## src/rtl/mem_pkg.sv

```systemverilog
// Shared constants for the memory access unit: funct3 width/sign encodings,
// FSM state encoding, byte-enable patterns and small decode helpers.
package mem_pkg;

  // funct3 encodings for loads and stores
  localparam logic [2:0] F3_B  = 3'b000;
  localparam logic [2:0] F3_H  = 3'b001;
  localparam logic [2:0] F3_W  = 3'b010;
  localparam logic [2:0] F3_BU = 3'b100;
  localparam logic [2:0] F3_HU = 3'b101;

  // FSM state encoding
  localparam logic [1:0] IDLE = 2'd0;
  localparam logic [1:0] REQ  = 2'd1;
  localparam logic [1:0] DONE = 2'd2;

  // Byte-enable patterns before shifting into the addressed lane
  localparam logic [3:0] BE_BYTE = 4'b0001;
  localparam logic [3:0] BE_HALF = 4'b0011;
  localparam logic [3:0] BE_WORD = 4'b1111;

  typedef enum logic [1:0] {
    SIZE_B,
    SIZE_H,
    SIZE_W
  } access_size_t;

  // Access width from funct3; unsigned variants share the signed width and
  // any reserved encoding behaves as a full word.
  function automatic access_size_t decodeSize(input logic [2:0] funct3);
    case (funct3)
      F3_B, F3_BU: decodeSize = SIZE_B;
      F3_H, F3_HU: decodeSize = SIZE_H;
      default:     decodeSize = SIZE_W;
    endcase
  endfunction

  // Lane enables for an access of the given size at the given byte offset;
  // halfwords ignore offset bit 0 so they always land on a halfword lane.
  function automatic logic [3:0] byteEnable(input access_size_t size, input logic [1:0] offset);
    case (size)
      SIZE_B:  byteEnable = BE_BYTE << offset;
      SIZE_H:  byteEnable = BE_HALF << {offset[1], 1'b0};
      default: byteEnable = BE_WORD;
    endcase
  endfunction

endpackage

```

## src/rtl/load_extend.sv

```systemverilog
// Load lane selection and sign/zero extension. Picks the addressed byte or
// halfword out of the bus read word and extends it according to funct3.
module load_extend #(
  parameter int WORD_BITWIDTH = 32
) (
  input  logic [WORD_BITWIDTH-1:0] rdata,
  input  logic [2:0]               funct3,
  input  logic [1:0]               offset,
  output logic [WORD_BITWIDTH-1:0] data
);

  import mem_pkg::*;

  logic [7:0]  laneByte;
  logic [15:0] laneHalf;

  assign laneByte = rdata[{offset, 3'b000} +: 8];
  assign laneHalf = rdata[{offset[1], 4'b0000} +: 16];

  // Extend the selected lane; words and reserved encodings pass straight through
  always_comb begin
    data = rdata;
    case (funct3)
      F3_B:    data = {{(WORD_BITWIDTH-8){laneByte[7]}}, laneByte};
      F3_BU:   data = {{(WORD_BITWIDTH-8){1'b0}}, laneByte};
      F3_H:    data = {{(WORD_BITWIDTH-16){laneHalf[15]}}, laneHalf};
      F3_HU:   data = {{(WORD_BITWIDTH-16){1'b0}}, laneHalf};
      default: data = rdata;
    endcase
  end

endmodule

```

## src/rtl/mem_access_unit.sv

```systemverilog
// Memory access unit: turns MEM-stage load/store requests into a single
// outstanding bus transaction (IDLE -> REQ -> DONE), stalls the pipeline while
// the bus is busy, extends load data and flags bus timeouts.
// Optional feature macro: MISALIGN_TRAP_EN -- when defined, misaligned halfword
// and word accesses trap with accessErr instead of being issued to the bus.
module mem_access_unit
  import mem_pkg::*;
#(
  parameter int WORD_BITWIDTH = 32,
  parameter int ACK_TIMEOUT   = 15
) (
  input  logic                     clk,
  input  logic                     rst_n,
  input  logic [WORD_BITWIDTH-1:0] address,
  input  logic [WORD_BITWIDTH-1:0] memWriteData,
  input  logic                     memRead,
  input  logic                     memWrite,
  input  logic [2:0]               funct3,
  output logic                     busReq,
  output logic                     busWe,
  output logic [WORD_BITWIDTH-1:0] busAddr,
  output logic [WORD_BITWIDTH-1:0] busWdata,
  output logic [3:0]               busByteEn,
  input  logic                     busAck,
  input  logic [WORD_BITWIDTH-1:0] busRdata,
  output logic [WORD_BITWIDTH-1:0] loadData,
  output logic                     loadValid,
  output logic                     stall,
  output logic                     accessErr
);

  localparam int TIMER_BITS = $clog2(ACK_TIMEOUT + 1);
  localparam logic [TIMER_BITS-1:0] TIMER_LAST = TIMER_BITS'(ACK_TIMEOUT - 1);

  logic [1:0]               state;
  logic [TIMER_BITS-1:0]    timer;
  logic [2:0]               reqFunct3;
  logic [1:0]               reqOffset;
  logic [WORD_BITWIDTH-1:0] extData;
  logic [WORD_BITWIDTH-1:0] replicatedData;
  logic                     request;
  logic                     misaligned;
  access_size_t             reqSize;

  assign request = memRead | memWrite;

`ifdef MISALIGN_TRAP_EN
  assign misaligned = ((reqSize == SIZE_H) && address[0]) ||
                      ((reqSize == SIZE_W) && (address[1:0] != 2'b00));
`else
  assign misaligned = 1'b0;
`endif

  // Decode the access width and replicate store data across every lane it may hit
  always_comb begin
    reqSize = decodeSize(funct3);
    case (reqSize)
      SIZE_B:  replicatedData = {(WORD_BITWIDTH/8){memWriteData[7:0]}};
      SIZE_H:  replicatedData = {(WORD_BITWIDTH/16){memWriteData[15:0]}};
      default: replicatedData = memWriteData;
    endcase
  end

  // Hold the pipeline while a request waits to launch or is on the bus; an
  // error pulse releases it so the faulting instruction can move on
  always_comb begin
    stall = rst_n & (((state == IDLE) && request && !accessErr) || (state == REQ));
  end

  load_extend #(
    .WORD_BITWIDTH(WORD_BITWIDTH)
  ) u_load_extend (
    .rdata  (busRdata),
    .funct3 (reqFunct3),
    .offset (reqOffset),
    .data   (extData)
  );

  // Request FSM: launch in IDLE, wait for busAck or timeout in REQ, one DONE cycle
  always_ff @(posedge clk or negedge rst_n) begin
    if (!rst_n) begin
      state     <= IDLE;
      timer     <= '0;
      busReq    <= 1'b0;
      busWe     <= 1'b0;
      busAddr   <= '0;
      busWdata  <= '0;
      busByteEn <= 4'b0000;
      reqFunct3 <= 3'b000;
      reqOffset <= 2'b00;
      loadData  <= '0;
      loadValid <= 1'b0;
      accessErr <= 1'b0;
    end else begin
      accessErr <= 1'b0;
      loadValid <= 1'b0;
      case (state)
        IDLE: begin
          if (request && !accessErr) begin
            if (misaligned) begin
              accessErr <= 1'b1;
            end else begin
              state     <= REQ;
              timer     <= '0;
              busReq    <= 1'b1;
              busWe     <= memWrite & ~memRead;
              busAddr   <= {address[WORD_BITWIDTH-1:2], 2'b00};
              busWdata  <= replicatedData;
              busByteEn <= byteEnable(reqSize, address[1:0]);
              reqFunct3 <= funct3;
              reqOffset <= address[1:0];
            end
          end
        end
        REQ: begin
          if (busAck) begin
            state  <= DONE;
            timer  <= '0;
            busReq <= 1'b0;
            if (!busWe) begin
              loadData  <= extData;
              loadValid <= 1'b1;
            end
          end else if (timer == TIMER_LAST) begin
            state     <= IDLE;
            timer     <= '0;
            busReq    <= 1'b0;
            accessErr <= 1'b1;
          end else begin
            timer <= timer + 1'b1;
          end
        end
        DONE: begin
          state <= IDLE;
        end
        default: begin
          state <= IDLE;
        end
      endcase
    end
  end

endmodule
```

## config.mk

```make
export PLATFORM = sky130hd
export DESIGN_NAME = mem_access_unit
export DESIGN_NICKNAME = d
export VERILOG_FILES = /design/src/rtl/mem_pkg.sv /design/src/rtl/load_extend.sv /design/src/rtl/mem_access_unit.sv
export SDC_FILE = /design/constraint.sdc
export NUM_CORES = 1
export LEC_CHECK = 0
export BUFFER_PORTS_ARGS = -buffer_cell sky130_fd_sc_hd__buf_2
export CORE_AREA = 4 4 108 110
export DETAILED_ROUTE_END_ITERATION = 6
export DIE_AREA = 0 0 112 114
export PLACE_DENSITY = 0.79
export SLEW_MARGIN = 10
export SYNTH_ARGS = -nofsm -noshare
export SYNTH_HDL_FRONTEND = slang
export SYNTH_SLANG_ARGS = --single-unit
```

## constraint.sdc

```tcl
create_clock -name clk -period 2.5 [get_ports clk]
set_input_delay 0.25 -clock clk [delete_from_list [all_inputs] [get_ports clk]]
set_output_delay 0.25 -clock clk [all_outputs]
set_load 0.02 [all_outputs]
```

==> impl_metrics.py, run 1 <==
metrics = {
    "sta": {
        "worst_pin_slew_ns": 1.07,
        "setup_violations": 0,
        "timing.final.crit_share_pct": 80.9,
        "timing.fmax_ghz": 0.494,
        "fin_crit_ns": 2.02,
        "setup_tns_ns": 0,
        "slew_viol_final": 0,
        "slew_headroom_pct": 28.3,
        "finalHoldViolations": 0,
        "fin_skew_ns": 0.00972,
        "rsz0062_at_grt": "no",
    },
    "global_route": {
        "grt_use_total_pct": 25.0,
        "grt_antenna_before_repair": 1,
        "grt_max_degree": 114,
        "gr-total-overflow": 0,
        "grt_pass1_vias": 5237,
        "grt_pass1_wl_mm": 25.6,
    },
    "pwr": {
        "power_density_mw_per_mm2": 1320,
        "p_leak_nw": 3.77,
        "p_total_w": 0.00976,
        "peakVddDrop_uv": 731,
    },
    "yosys": {
        "synth_top_area_share_pct": 55.7,
        "synth-seq-cells": 113,
        "async_flop_share_pct": 100,
        "synth-main-ff-cell": "dfrtp_1",
        "ys_top_cells_by_count": "nand2_1, dfrtp_1, o21ai_0, nor2_1, a21oi_1",
        "syn_avg_cell_area_um2": 9.29,
        "netlist_area_mm2": 0.00507,
        "synth_top_area_cell": "dfrtp_1",
        "synth_area_leaders": "dfrtp_1, nand2_1, mux2i_1",
        "yosysSeqAreaShare_pct": 55.7,
        "yosys_warnings": 0,
        "yosysMostFrequentCell": "nand2_1",
        "ys_types": 40,
        "syn-instance-count": 546,
        "synth_edf_count": 0,
    },
    "cts": {
        "clkSlewWorstSetupHoldPaths_ns": 0.05,
        "cts_max_level": 4,
        "numCtsBuffers": 17,
        "cts_tree": "built",
        "root_buffer": "clkbuf_8",
        "cts_resized": 0,
        "cts.sinks": 113,
        "clock_latency_ns": 0.51,
        "cts_buffer_depth": 2,
    },
    "setup_path": {
        "crit_required_ns": 2.84,
        "worst-setup-path-type": "reg2reg",
        "worst_setup_path_start_kind": "flop",
        "crit_chain": "mux4_2 > nor3b_2 > o31ai_4 > a21oi_1",
        "worstPathArrival_ns": 2.37,
        "cpPeakStageDelay_ns": 0.61,
        "cp_top_family": "compound AO/OA/AOI/OAI gates",
        "cp_max_fo": 16,
        "critPathCaptureType": "flop",
        "crit_buf_inv": 0,
        "worst_path_max_delay_cell": "o31ai_4",
    },
    "die": {
        "num_rows": 38,
        "start_util_pct": 47.4,
        "die_y_um": 114,
        "fp.dieW_um": 112,
        "num_io_pins": 209,
        "dieArea_mm2": 0.0128,
        "design.core.area_mm2": 0.0107,
    },
    "status": {
        "status": "completed",
    },
    "placed_design": {
        "post_dp_cell_area_mm2": 0.00626,
        "port_buffers": 206,
        "dp_hpwl_mm": 10.5,
        "gp_congestion": 0.842,
    },
    "detailed_routing": {
        "via_per_inst": 5.22,
        "vias": 4995,
        "ant_nets": 0,
        "drtPass1Iterations": 5,
        "drtIter0Drc": 280,
        "drc_errors": 0,
        "wirelength_mm": 15.6,
        "wl_per_cell_um": 16.3,
    },
    "cells_and_area": {
        "layout.nets": 909,
        "drive_above_1_share_pct": 32.1,
        "syn_to_final_growth_pct": 45.3,
        "n_fill_cell": 805,
        "final_cell_area_mm2": 0.00737,
    },
    "job": {
        "cap_violations": 0,
    },
    "worst_hold_path": {
        "hold_path_class": "in2reg",
    },
}
## worst register-to-register path, delay by kind of cell, from the launching register on
family | cells | cell delay (ns)
AO/OA/AOI/OAI | 2 | 0.78
multiplexers | 1 | 0.53
flip-flops | 1 | 0.37
AND/OR/NAND/NOR | 1 | 0.19
## worst paths after layout
check / to / slack [ns] / cells after the start / start
max in group asynchronous: busAddr[26]$_DFFE_PN0P_ / 1.63 / 3 / rst_n
worst max-delay path: loadData[17]$_DFFE_PN0P_ / 0.48 / 4 / reqOffset[1]$_DFFE_PN0P_
min in group asynchronous: timer[2]$_DFFE_PN0P_ / 0.35 / 3 / rst_n
worst min register to register: busAddr[18]$_DFFE_PN0P_ / 0.47 / 2 / busAddr[18]$_DFFE_PN0P_
worst max register to register: loadData[17]$_DFFE_PN0P_ / 0.48 / 4 / reqOffset[1]$_DFFE_PN0P_
worst min-delay path: busWdata[6]$_DFFE_PN0P_ / 0.02 / 3 / memWriteData[6]
## repair_timing
action	CTS	global route
endpoints found under the hold margin	168	0
hold buffers	56	0
buffers inserted	0	0
## power breakdown
group	internal (W)	leakage [nW]	total (W)	switching (W)
registers	0.00271	1.37	0.00329	0.000578
logic	0.00147	2.13	0.00422	0.00275
clock network	0.00143	0.262	0.00225	0.000826
## flip-flops by register name, summed over array words and instances (netlist names)
| signal | flops |
|---|---|
| accessErr | 1 |
| busAddr | 30 |
| busByteEn | 4 |
| busReq | 1 |
| busWdata | 32 |
| busWe | 1 |
| loadData | 32 |
| loadValid | 1 |
| reqFunct3 | 3 |
| reqOffset | 2 |
| state | 2 |
| timer | 4 |
## layout by cell type (no fill, tap or decap), types with 3 or more instances in the layout
master,n
buf_4,7
clkinvlp_4,4
a221o_1,5
clkinv_2,5
buf_2,205
clkbuf_16,16
dlygate4sd3_1,56
o21ai_0,41
nand2_1,180
dfrtp_1,113
a32oi_1,5
nor3_1,5
nor3b_1,3
mux2i_1,28
nor2_1,40
buf_12,3
a21oi_1,37
nand3b_1,8
nand2b_1,4
a31oi_1,3
mux2_2,9
inv_1,5
## layout make-up
type | count | area [µm²] | area share, %
flip-flops and latches | 113 | 2830 | 38.3
inverters | 6 | 22.5 | 0.305
repair buffers | 271 | 1700 | 23.0
multi-input cells | 394 | 2100 | 28.4
well taps | 140 | 175 | 2.38
diodes | 1 | 2.50 | 0.0339
clock buffers | 20 | 435 | 5.90
clock inverters | 11 | 115 | 1.56
## kinds of logic after synthesis
| family | count (synthesis) | synth area share [%] |
|---|---|---|
| simple gates | 250 | 20.5 |
| flops | 113 | 55.7 |
| compound gates | 102 | 12.0 |
| buf+inv | 40 | 3.28 |
| mux | 38 | 7.96 |
| fa+ha+maj | 2 | 0.493 |
| other cells | 1 | 0.0739 |
## stage by stage
step / util [%] / hold slack [ns] / setup slack, ns / cells
2_1_floorplan: - / -0.0456 / 0.747 / 547
3_3_place_gp: 58.5 / 0.389 / 0.589 / 868
3_5_place_dp: 58.5 / 0.395 / 0.472 / 868
4_1_cts: 68.9 / 0.00413 / 0.473 / 955
5_1_grt: 68.9 / 0.0122 / 0.342 / 956
6_report: 68.9 / 0.0212 / 0.477 / 956
## metal layers
| layer | up-vias | global-route usage [%] | share of wire, % |
|---|---|---|---|
| met1 | 2367 | 28.5 | 38 |
| met3 | 50 | 7.59 | 8.6 |
| met5 | - | 0 | 0 |
| li1 | 2337 | - | - |
| met2 | 241 | 42.4 | 50 |
| met4 | 0 | 13.4 | 4.1 |
No activity file was read; power rests on OpenSTA's default activity.
==> run 2, diff against run 1 <==
--- a/config.mk
+++ b/config.mk
@@ -6,10 +6,10 @@
 export NUM_CORES = 1
 export LEC_CHECK = 0
 export BUFFER_PORTS_ARGS = -buffer_cell sky130_fd_sc_hd__buf_2
-export CORE_AREA = 4 4 108 110
+export CORE_AREA = 4 4 113 115
 export DETAILED_ROUTE_END_ITERATION = 6
-export DIE_AREA = 0 0 112 114
-export PLACE_DENSITY = 0.79
+export DIE_AREA = 0 0 117 119
+export PLACE_DENSITY = 0.76
 export SLEW_MARGIN = 10
 export SYNTH_ARGS = -nofsm -noshare
 export SYNTH_HDL_FRONTEND = slang
==> constraint.sdc (replaced) <==
create_clock -name clk -period 1.8 [get_ports clk]
set_input_delay 0.18 -clock clk [delete_from_list [all_inputs] [get_ports clk]]
set_output_delay 0.18 -clock clk [all_outputs]
set_load 0.02 [all_outputs]
==> impl_metrics.py, run 2 (synthesized netlist as in run 1, its figures left out) <==
metrics = {
    "cts": {
        "root_buffer": "clkbuf_16",
        "clock_latency_ns": 0.41,
        "cts_tree": "built",
        "clkSlewWorstSetupHoldPaths_ns": 0.05,
        "numCtsBuffers": 17,
        "cts_buffer_depth": 2,
        "cts.sinks": 113,
        "cts_max_level": 4,
    },
    "die": {
        "design.core.area_mm2": 0.0118,
        "num_rows": 40,
        "fp.dieW_um": 117,
        "die_y_um": 119,
        "dieArea_mm2": 0.0139,
        "start_util_pct": 43.0,
        "num_io_pins": 209,
    },
    "global_route": {
        "grt_pass1_wl_mm": 25.0,
        "grt_max_degree": 114,
        "grt_antenna_before_repair": 0,
        "grt_pass1_vias": 5161,
        "gr-total-overflow": 0,
        "grt_use_total_pct": 23.3,
    },
    "pwr": {
        "swShare_pct": 42.0,
        "p_sw_w": 0.00566,
        "power_density_mw_per_mm2": 1870,
        "intPower_w": 0.00782,
        "clock_power_share_pct": 21.6,
        "p_comb_share_pct": 45.1,
        "p_leak_nw": 3.72,
        "peakVddDrop_uv": 1020,
        "power_frac_seq_pct": 33.2,
    },
    "sta": {
        "setup_tns_ns": 0,
        "whs_ns": 0.0286,
        "timing.final.crit_share_pct": 94.8,
        "finalHoldViolations": 0,
        "setup_violations": 0,
        "rsz0062_at_grt": "no",
        "timing.fmax_ghz": 0.586,
        "fin_skew_ns": 0.00852,
        "slew_headroom_pct": 54.5,
        "fin_crit_ns": 1.71,
        "slew_viol_final": 0,
        "worst_pin_slew_ns": 0.682,
    },
    "cells_and_area": {
        "layout.nets": 895,
        "layout_commonest_cell": "buf_2",
        "reg_top3": "busWdata x32, loadData x32, busAddr x30",
        "syn_to_final_growth_pct": 42.1,
        "diodes": 0,
        "n_fill_cell": 1006,
        "drive_above_1_share_pct": 33.4,
        "final_cell_mix": "buf_2, nand2_1, dfrtp_1",
        "final_cells": 944,
    },
    "setup_path": {
        "worst_path_max_delay_cell": "mux4_2",
        "crit_chain": "mux4_2 > nor3b_2 > o31ai_4 > buf_12 > a21oi_1",
        "worstPathArrival_ns": 1.99,
        "r2r_start": "reqOffset[1]$_DFFE_PN0P_",
        "critPathCaptureType": "flop",
        "cp-startpoint": "reqOffset[1]$_DFFE_PN0P_",
        "cp_max_fo": 16,
        "crit_required_ns": 2.08,
        "worst-setup-path-type": "reg2reg",
        "worst_setup_path_start_kind": "flop",
        "cpPeakStageDelay_ns": 0.52,
    },
    "status": {
        "status": "completed",
    },
    "detailed_routing": {
        "ant_nets": 0,
        "drc_errors": 0,
        "drtIter0Drc": 332,
        "vias": 4928,
        "wirelength_mm": 16.0,
        "drtPass1Iterations": 5,
        "via_per_inst": 5.22,
        "wl_per_cell_um": 16.9,
    },
    "placed_design": {
        "port_buffers": 206,
        "dp_hpwl_mm": 11.4,
        "place_inst": 884,
        "gp_congestion": 0.926,
    },
    "worst_hold_path": {
        "hold_path_class": "in2reg",
        "hp-start": "busRdata[2]",
    },
    "job": {
        "cap_violations": 0,
    },
}
run 2: changes by cell type in the layout (fill, tap and decap cells not counted):
| cell | previous run | this run |
|---|---|---|
| bufinv_16 | 2 | 0 |
| dlygate4sd3_1 | 56 | 33 |
| clkbuf_16 | 16 | 17 |
| o21ai_0 | 41 | 40 |
| nor2b_1 | 2 | 1 |
| buf_12 | 3 | 5 |
| o21ai_2 | 0 | 1 |
| clkbuf_8 | 2 | 5 |
| buf_4 | 7 | 14 |
| clkinvlp_4 | 4 | 0 |
| clkbuf_1 | 2 | 5 |
| nor2b_2 | 0 | 1 |
| clkinv_2 | 5 | 0 |
| diode_2 | 1 | 0 |
run 2: per-layer routing:
| layer | track usage (%) | part of all wire (%) | vias up |
|---|---|---|---|
| met1 | 27.7 | 40 | 2332 |
| li1 | - | - | 2313 |
| met4 | 9.75 | 2.8 | 0 |
| met5 | 0 | 0 | - |
| met3 | 8.38 | 8.9 | 33 |
| met2 | 37.8 | 49 | 250 |
run 2: worst max-delay path: cells and delay by family, from the launching register on:
kind | cells | cell delay (ns)
muxes | 1 | 0.52
buffers and inverters | 1 | 0.18
and+or+nand+nor | 1 | 0.18
DFF | 1 | 0.36
AOI/OAI and AO/OA | 2 | 0.34
run 2: area by class of cell:
cell class | count | area (µm²) | share of cell area (%)
Tap cell | 147 | 184 | 2.55
Inverter | 6 | 22.5 | 0.312
Timing Repair Buffer | 257 | 1560 | 21.7
Clock buffer | 27 | 513 | 7.11
Sequential cell | 113 | 2830 | 39.2
Multi-Input combinational cell | 394 | 2100 | 29.2
run 2: final timing paths:
kind | endpoint | slack (ns) | depth (start not counted)
hold / removal | loadData[2]$_DFFE_PN0P_ | 0.03 | 2
min in group asynchronous | loadData[5]$_DFFE_PN0P_ | 0.33 | 3
hold reg to reg | busAddr[22]$_DFFE_PN0P_ | 0.46 | 2
setup reg to reg | loadData[30]$_DFFE_PN0P_ | 0.09 | 5
max in group asynchronous | busWdata[29]$_DFFE_PN0P_ | 0.88 | 3
setup / recovery | loadData[30]$_DFFE_PN0P_ | 0.09 | 5
run 2: timing repair:
| item | CTS | global route |
|---|---|---|
| endpoints found under the setup margin | 1 | 3 |
| setup buffers | 0 | 0 |
| gates resized for setup | 1 | 2 |
| endpoints found under the hold margin | 145 | 0 |
| hold buffers | 33 | 0 |
run 2: stage by stage:
step                      total power, W  instance area (µm²)  setup slack (ns)  utilization [%]
after floorplan                  0.00814                 5080            0.0471                -
after global placement            0.0103                 6360             0.128             53.9
after detailed placement          0.0105                 6360            0.0525             53.9
after CTS                         0.0136                 7210            0.0315             61.0
after global routing              0.0144                 7210            0.0165             61.1
final                             0.0135                 7210            0.0944             61.1
run 2: power by group through the flow:
| stage | registers, W | clock network (W) | logic, W |
|---|---|---|---|
| final | 0.00448 | 0.00292 | 0.00608 |
| after global routing | 0.00462 | 0.00312 | 0.00664 |
| after CTS | 0.00448 | 0.00300 | 0.00610 |
| after detailed placement | 0.00448 | 0 | 0.00603 |
| after global placement | 0.00441 | 0 | 0.00584 |
| after floorplan | 0.00581 | 0 | 0.00233 |
==> run 3, diff against run 2 <==
==> constraint.sdc (replaced) <==
create_clock -name clk -period 1.8 [get_ports clk]
set_input_delay 0.36 -clock clk [delete_from_list [all_inputs] [get_ports clk]]
set_output_delay 0.36 -clock clk [all_outputs]
set_load 0.02 [all_outputs]
==> impl_metrics.py, run 3 (synthesized netlist as in run 1, its figures left out) <==
metrics = {
    "status": {
        "status": "completed",
    },
    "detailed_routing": {
        "via_per_inst": 5.12,
        "ant_nets": 0,
        "wirelength_mm": 15.2,
        "drtPass1Iterations": 5,
        "vias": 4734,
        "drtIter0Drc": 334,
        "wl_per_cell_um": 16.4,
        "drc_errors": 0,
    },
    "die": {
        "fp.dieW_um": 117,
        "die_y_um": 119,
        "design.core.area_mm2": 0.0118,
        "dieArea_mm2": 0.0139,
        "start_util_pct": 43.0,
        "num_io_pins": 209,
        "num_rows": 40,
    },
    "global_route": {
        "grt_antenna_before_repair": 0,
        "grt_pass1_vias": 4670,
        "top_usage_layer": "met2",
        "grt_max_degree": 114,
        "grt_pass1_wl_mm": 24.0,
        "use_met1_pct": 27.3,
        "gr-total-overflow": 0,
        "use_met3_pct": 9.45,
        "grt_use_total_pct": 22.5,
        "use_met2_pct": 35.8,
    },
    "placed_design": {
        "place_inst": 892,
        "gp_congestion": 0.890,
        "port_buffers": 206,
        "post_dp_cell_area_mm2": 0.00643,
        "dp_hpwl_mm": 11.2,
    },
    "setup_path": {
        "worst-setup-path-type": "reg2out",
        "critPathCaptureType": "output pin",
        "worst_setup_path_start_kind": "flop",
        "cp_top_family": "flip-flops",
        "crit_required_ns": 1.44,
        "worstPathArrival_ns": 1.37,
        "cp_max_fo": 3,
        "crit_buf_inv": 1,
        "crit_chain": "o21ba_4 > o21ai_1 > nor2_1 > buf_4",
        "worst_path_max_delay_cell": "dfrtp_1",
        "cpPeakStageDelay_ns": 0.40,
    },
    "cells_and_area": {
        "drive_above_1_share_pct": 36.2,
        "final_cell_area_mm2": 0.00713,
        "final_cell_mix": "buf_2, nand2_1, dfrtp_1",
        "diodes": 0,
        "layout.nets": 870,
        "layout_commonest_cell": "buf_2",
        "reg_top3": "busWdata x32, loadData x32, busAddr x30",
        "n_fill_cell": 1010,
        "final_cells": 924,
        "syn_to_final_growth_pct": 40.6,
    },
    "cts": {
        "root_buffer": "clkbuf_16",
        "cts_max_level": 4,
        "clock_latency_ns": 0.42,
        "numCtsBuffers": 17,
        "post_cts_buffers": 0,
        "clkSlewWorstSetupHoldPaths_ns": 0.05,
        "cts_buffer_depth": 2,
        "cts.sinks": 113,
        "cts_tree": "built",
    },
    "pwr": {
        "p_leak_nw": 3.71,
        "power_density_mw_per_mm2": 2030,
        "peakVddDrop_uv": 1090,
    },
    "sta": {
        "finalHoldViolations": 0,
        "timing.final.crit_share_pct": 96.0,
        "fin_crit_ns": 1.73,
        "slew_viol_final": 0,
        "setup_violations": 0,
        "slew_headroom_pct": 59.3,
        "timing.fmax_ghz": 0.579,
        "rsz0062_at_grt": "no",
        "whs_ns": 0.0147,
        "worst_pin_slew_ns": 0.611,
        "fin_skew_ns": 0.00787,
    },
    "worst_hold_path": {
        "hold_path_class": "in2async",
    },
    "job": {
        "cap_violations": 0,
    },
}
## run 3: final timing paths
kind | startpoint | endpoint | slack, ns | cells after the start
worst max-delay path | accessErr$_DFF_PN0_ | stall | 0.07 | 4
worst min-delay path | rst_n | accessErr$_DFF_PN0_ | 0.01 | 2
worst max register to register | reqOffset[1]$_DFFE_PN0P_ | loadData[23]$_DFFE_PN0P_ | 0.09 | 5
worst min register to register | busAddr[22]$_DFFE_PN0P_ | busAddr[22]$_DFFE_PN0P_ | 0.47 | 2
max in group asynchronous | rst_n | loadData[8]$_DFFE_PN0P_ | 1.29 | 2
min in group clk | address[2] | busAddr[2]$_DFFE_PN0P_ | 0.13 | 3
## run 3: layer usage
| layer | wire, µm | vias to the layer above |
|---|---|---|
| li1 | - | 2256 |
| met1 | 6030 | 2207 |
| met2 | 7250 | 246 |
| met3 | 1630 | 25 |
| met4 | 274 | 0 |
| met5 | 0 | - |
## run 3: where the power goes
group	internal (W)	switching [W]	total, W
Clock	0.00273	0.00116	0.00389
Combinational	0.00219	0.00389	0.00608
Sequential	0.00376	0.000711	0.00448
Total	0.00869	0.00576	0.0144
## run 3: stage by stage
stage / setup TNS (ns) / utilization (%) / worst slack (ns) / power [W]
global placement: 0 / 54.5 / 0.0120 / 0.0104
CTS: 0 / 60.3 / 0.0102 / 0.0146
detailed placement: -0.152 / 54.5 / -0.0251 / 0.0106
floorplan: 0 / - / 0.0471 / 0.00814
finish: 0 / 60.4 / 0.0721 / 0.0144
global route: 0 / 60.4 / 0.0109 / 0.0154
## run 3: worst reg2reg max path, cell delays in order, from the launching register on
cell     delay (ns)
dfrtp_1        0.36
mux4_2         0.54
nor3b_2        0.19
o31ai_4        0.24
buf_12         0.17
a21oi_1        0.08
## run 3: cell type report
type | count | area (µm²) | area share, %
Sequential cell | 113 | 2830 | 39.6
Multi-Input combinational cell | 394 | 2110 | 29.5
Timing Repair Buffer | 232 | 1310 | 18.3
Clock buffer | 22 | 484 | 6.79
Clock inverter | 10 | 203 | 2.84
Tap cell | 147 | 184 | 2.58
Inverter | 6 | 22.5 | 0.316
## run 3: repair_timing
item,CTS,global route
hold buffers,0,0
setup endpoints to repair,0,10
resized for setup,0,4
